**src/rtl/quartz_arm_timer.sv**
```systemverilog
// quartz_arm_timer: NCH independent quarantine countdown channels with shared
// fail counting and a timed lockout on repeated arm attempts without a valid password.
module quartz_arm_timer #(
    parameter int unsigned NCH        = 4,
    parameter int unsigned CNT_W      = 8,
    parameter int unsigned DURATION   = 60,
    parameter int unsigned MAX_FAIL   = 3,
    parameter int unsigned LOCK_TICKS = 30
) (
    input  logic                 SLOWCLOCK,
    input  logic                 RESET,
    input  logic [NCH-1:0]       PULSE,
    input  logic                 pass,
    input  logic [NCH-1:0]       ABORT,
    output logic [NCH-1:0]       QUARTZ,
    output logic [NCH*CNT_W-1:0] COUNT,
    output logic [NCH-1:0]       DONE,
    output logic [3:0]           FAIL_CNT,
    output logic                 LOCKED
);
    typedef enum logic [1:0] {IDLE, ACTIVE, EXPIRE} state_t;

    state_t           state    [NCH];
    state_t           state_nx [NCH];
    logic [CNT_W-1:0] cnt      [NCH];
    logic [CNT_W-1:0] cnt_nx   [NCH];
    logic [CNT_W-1:0] lock_cnt;
    logic [NCH-1:0]   idle;
    logic             attempt;

    always_ff @(posedge SLOWCLOCK) begin
        for (int i = 0; i < NCH; i++) begin
            state[i] <= RESET ? IDLE : state_nx[i];
            cnt[i]   <= RESET ? '0 : cnt_nx[i];
        end
    end

    // Priority per channel: abort, then expiry/countdown, then arm.
    always_comb begin
        for (int i = 0; i < NCH; i++) begin
            state_nx[i] = state[i];
            cnt_nx[i]   = cnt[i];
            if (ABORT[i]) begin
                state_nx[i] = IDLE;
                cnt_nx[i]   = '0;
            end else if (state[i] == ACTIVE) begin
                if (cnt[i] == '0) state_nx[i] = EXPIRE;
                else cnt_nx[i] = cnt[i] - 1'b1;
            end else if (state[i] == EXPIRE) begin
                state_nx[i] = IDLE;
            end else if (PULSE[i] && pass && !LOCKED) begin
                state_nx[i] = ACTIVE;
                cnt_nx[i]   = CNT_W'(DURATION - 1);
            end
        end
    end

    for (genvar g = 0; g < NCH; g++) begin : g_out
        assign idle[g]                  = state[g] == IDLE;
        assign QUARTZ[g]                = state[g] == ACTIVE;
        assign DONE[g]                  = state[g] == EXPIRE;
        assign COUNT[g*CNT_W +: CNT_W]  = cnt[g];
    end

    // Simultaneous pulses on several idle channels are one attempt.
    assign attempt = !LOCKED && |(PULSE & idle & ~ABORT);

    always_ff @(posedge SLOWCLOCK) begin
        if (RESET) begin
            FAIL_CNT <= '0;
            LOCKED   <= 1'b0;
            lock_cnt <= '0;
        end else if (LOCKED) begin
            if (lock_cnt == '0) LOCKED <= 1'b0;
            else lock_cnt <= lock_cnt - 1'b1;
        end else if (attempt && pass) begin
            FAIL_CNT <= '0;
        end else if (attempt) begin
            if (FAIL_CNT + 4'd1 == 4'(MAX_FAIL)) begin
                FAIL_CNT <= '0;
                LOCKED   <= 1'b1;
                lock_cnt <= CNT_W'(LOCK_TICKS - 1);
            end else begin
                FAIL_CNT <= FAIL_CNT + 4'd1;
            end
        end
    end
endmodule

```
**config.mk**
```make
export PLATFORM = sky130hd
export DESIGN_NAME = quartz_arm_timer
export DESIGN_NICKNAME = d
export VERILOG_FILES = /design/src/rtl/quartz_arm_timer.sv
export SDC_FILE = /design/constraint.sdc
export NUM_CORES = 1
export LEC_CHECK = 0
export BUFFER_PORTS_ARGS = -buffer_cell sky130_fd_sc_hd__buf_2
export CAP_MARGIN = 20
export CORE_ASPECT_RATIO = 0.75
export CORE_UTILIZATION = 35
export CTS_CLUSTER_SIZE = 24
export DETAILED_ROUTE_END_ITERATION = 8
export SYNTH_ARGS = -nofsm -noshare
export SYNTH_HDL_FRONTEND = slang
export SYNTH_SLANG_ARGS = --single-unit
```
**constraint.sdc**
```tcl
create_clock -name SLOWCLOCK -period 2.8 [get_ports SLOWCLOCK]
set_clock_uncertainty 0.2 [all_clocks]
set_input_delay 0.14 -clock SLOWCLOCK [delete_from_list [all_inputs] [get_ports SLOWCLOCK]]
set_output_delay 0.14 -clock SLOWCLOCK [all_outputs]
set_load 0.01 [all_outputs]
```
Word-level counts from Yosys, hierarchy flattened:

Memory sizes are Yosys's and may differ from the RTL's.
Cells that the tools add are included.
Widths: inputs -> output; s select.

* logic and storage cells: 113
* register bits: 13
* bits in writable memories: 40
* input bits: 11
* memories: 2

* mux-type cells: 61
* add/sub/neg operators: 6
* reductions and logical operators: 26
* bitwise operators: 4
* equal/unequal tests: 11

Memory list
* cnt: words 4, bits a word 8, read ports 4, clocked after memory_dff 0, write ports 4, line 25 `logic [CNT_W-1:0] cnt [NCH];`
* state: words 4, bits a word 2, read ports 4, clocked after memory_dff 0, write ports 4, line 23 `state_t state [NCH];`

Operators with widths (count)
* $mux 8: 29
* $mux 2: 24
* $logic_not 8->1: 5
* $sub 8x1->8 const B: 5
* $mux 4: 3
* $logic_and 1x1->1: 10
* $and 4x4->4: 2
* $eq 2x1->1 const B: 4
* $eq 2x2->1 const B: 4
* $logic_not 2->1: 4
* $reduce_bool 2->1: 3
* $mux 1: 5
* $add 4x1->4 const B: 1
* $eq 4x2->1 const B: 1
* $ne 2x2->1 const B: 2
* $not 4->4: 1
* $reduce_and 4->1: 1
* $reduce_or 4->1: 1
* $reduce_and 2->1: 1
* $logic_not 1->1: 1
* $not 1->1: 1

Logic depth before layout (Yosys ltp):

* depth in word-level cells: 8
* gate-level depth with buffers: 7
* gate-level depth less buffers: 7

Least setup slack after synthesis:

Ideal clock, no wire load.

* path kind: register -> register
* start: register FAIL_CNT[0]
* end: register FAIL_CNT[1]
* setup slack: 729 ps
* cell stages (with the launch flop): 7
* buffers on the path: 0
* arrival time: 1801 ps
* path through: dfxtp_1 -> ha_1 -> and2_1 -> a211o_1 -> and3_1 -> or4_1 -> a21oi_1

* cells in the longest elaborated chain, start to end: 5

RTL lines
* from (decl): line 18 `output logic [3:0] FAIL_CNT,`
* from (signal assigned): line 84 `FAIL_CNT <= FAIL_CNT + 4'd1;`
* $add 4x1->4 *: line 79, 84
* $eq 4x2->1: line 79 `if (FAIL_CNT + 4'd1 == 4'(MAX_FAIL)) begin`
* $mux 4 *: line 79
* $mux 4 *: line 78 `end else if (attempt) begin`
* $mux 4 *: line 76 `end else if (attempt && pass) begin`

Every way passes the cells marked *; elsewhere a longest branch is shown, timed or not. The select of a mux whose other input is x is not followed.
A chain may end at the register's enable or synchronous reset.

==> run_results.csv <==
group,metric,value,unit
layout,design_area,3600,sq um
layout,multiInputGateArea,1810,sq um
synth,synthFlopType,"dfxtp_1",
place,io_buffers,55,
cts,htreeDepth,2,
power,p_per_area,511,nW/um^2
synth,avgSynthCellArea,8.36,sq um
routing,wire_per_inst,12.9,um
timing,setup_tns,0,ps
critical_path,path_max_fanout,8,
synth,synth_edf_count,0,
power,power.leakage,0.00149,uW
floorplan,die_width,109,um
cts,clock_sinks,53,
cts,clockBufferDepth,2,
timing,drv_slew,0,
timing,rsz0062_at_grt,"no",
cts,clockRootBuffer,"clkbuf_16",
synth,ys_seq_area_share,35.5,%
timing,finalCritPeriodShare,79.6,%
cts,clock_latency,290,ps
routing,routed_wirelength,6.78,mm
cts,path_clk_slew,70,ps
routing,viasPerCell,5.14,
floorplan,die_h,82.1,um
floorplan,die-area,8920,sq um
critical_path,cp.arrival,2250,ps
cts,cts_buffers,5,
job,cap_violations,0,
place,place.gp.congestion,0.847,
timing,period_needed,2230,ps
timing,clock.fmax,449,MHz
synth,yosysWarnings,0,
critical_path,r2r_start,"state[3][1]",
cts,cts_tree,"built",
layout,fillers,832,
synth,synth_area_leaders,"dfxtp_1, ha_1, xor2_1, a21oi_1, nor2_1",
routing,detail_route.iter0.violations,98,
critical_path,r2r_slack,570,ps
synth,ys_seq_elements,53,
synth,synthesis.area,2990,sq um
floorplan,core.rowCount,28,
min_path,holdPathEnd,"cnt[3][0]",
place,placed_area,3380,sq um
critical_path,start_kind,"register",
min_path,hold_path_class,"input pin to register",
synth,yosysMostFrequentCell,"dfxtp_1",
synth,syn_nets,393,
layout,n_antenna_cell,0,
critical_path,required,2820,ps
synth,async_reset_ff_share,0,%
synth,yosysTopAreaCellShare,35.5,%
global_routing,grt_max_degree,23,
global_routing,grt_overflow,0,
synth,postSynthCellCount,358,
routing,dr.pass1.iters,4,
global_routing,grt_pass1_vias,2382,
critical_path,rr_worst_depth,7,
timing,slew_headroom,57.2,%
layout,drive_above_1_share,18.8,%
critical_path,reg2reg_to,"cnt[3][5]",
min_path,hold_start,"ABORT[3]",
timing,setup_viol,0,
critical_path,crit_path_end_kind,"register",
timing,final-hold-violation-count,0,
timing,hold_ws,0.528,ps
layout,area_delta_synth_final,20.2,%
layout,utilization,44.4,%
status,outcome,"completed",
floorplan,core-area,8090,sq um
routing,vias,2698,
global_routing,grt_antenna_before_repair,0,
place,dpl.hpwl,5.22,mm
critical_path,crit_type,"register to register",
synth,synth_common_cells,"dfxtp_1, nor2_1, a21oi_1",
floorplan,ios,56,
routing,drc,0,
timing,tightest_slew,636,ps
layout,ff_latch_area,1060,sq um
min_path,hold_depth,4,
routing,detail-route-antenna-nets,0,
layout,nets,454,
global_routing,grt_pass1_wl,11.3,mm
power,max-vdd-ir-drop,290,uV
global_routing,grt_usage,16.0,%
synth,synth_area_leader_cell,"dfxtp_1",
floorplan,initial_core_util,37.0,%
synth,ys_types,47,
==> critical path: stages, from the launching register on <==
cell	delay [ps]
dfxtp_1	370
inv_1	70
ha_1	250
and4bb_2	260
a221oi_2	500
nand4b_1	180
xor2_1	170
a21oi_1	150
==> sequential cells by signal, summed over array words and instances, names as in the netlist <==
signal    count
lock_cnt      8
state         8
FAIL_CNT      4
cnt          32
LOCKED        1
==> per-layer routing <==
| metal | wire (um) | global-route usage (%) | up-vias |
|---|---|---|---|
| met1 | 3610 | 23.4 | 1268 |
| met2 | 2890 | 24.1 | 36 |
| met4 | 53 | 4.05 | 0 |
| met3 | 229 | 2.86 | 5 |
| li1 | - | - | 1389 |
| met5 | 0 | 0 | - |
==> per-stage QoR <==
stage                     instances  total power, uW  setup slack (ps)
after floorplan                 358             1050               729
after global placement          513             1130               670
after detailed placement        513             1140               602
after CTS                       525             1860               580
after global routing            525             1940               409
final                           525             1840               571
==> timing repair <==
item                      in CTS  in global routing
hold endpoints to repair       5                  0
resized for setup              0                  0
buffers inserted               0                  0
hold buffers                   4                  0
==> cells in the final DEF, fill, tap and decap left out, drive strengths merged, types with 5 or more instances in the layout <==
cell type and instances:
nor4 6, a211oi 12, or3 5, dfxtp 53
o21ai 9, clkbuf 7, nor2 38, buf 56
ha 24, inv 26, nand3 15, nand2 31
nor3 16, xor2 23, a21oi 34, nand2b 6
==> cell families after synthesis <==
| group | Yosys count | share of synthesized area, % |
|---|---|---|
| buffers and inverters | 32 | 4.01 |
| and+or+nand+nor | 145 | 24.8 |
| DFF | 53 | 35.5 |
| xor gates and xnor gates | 23 | 6.73 |
| muxes | 1 | 0.376 |
| adders and majority gates | 24 | 10.0 |
| AOI/OAI and AO/OA | 80 | 18.6 |
==> power breakdown <==
part / leakage [uW] / internal (uW) / switching, uW / total (uW)
clock: 0.0000841 / 447 / 268 / 715
sequential: 0.000430 / 782 / 35.2 / 818
combinational: 0.000980 / 126 / 179 / 305
total: 0.00149 / 1360 / 482 / 1840
==> worst max-delay path by stage <==
stage / from / end / slack, ps
detailed placement: state[3][1] / cnt[3][5] / 600
floorplan: FAIL_CNT[0] / FAIL_CNT[1] / 730
global placement: LOCKED / cnt[0][2] / 670
CTS: state[3][1] / cnt[3][5] / 580
global route: state[3][1] / cnt[3][4] / 410
finish: state[3][1] / cnt[3][5] / 570
==> area by class of cell <==
class                           instances  share of cell area (%)
Tap cell                              105                    3.65
Clock buffer                            7                    3.97
Sequential cell                        53                    29.5
Inverter                               26                    2.71
Clock inverter                          1                   0.835
Multi-Input combinational cell        273                    50.3
Timing Repair Buffer                   60                    8.98
Note: power is estimated with default switching activity, not from simulation.
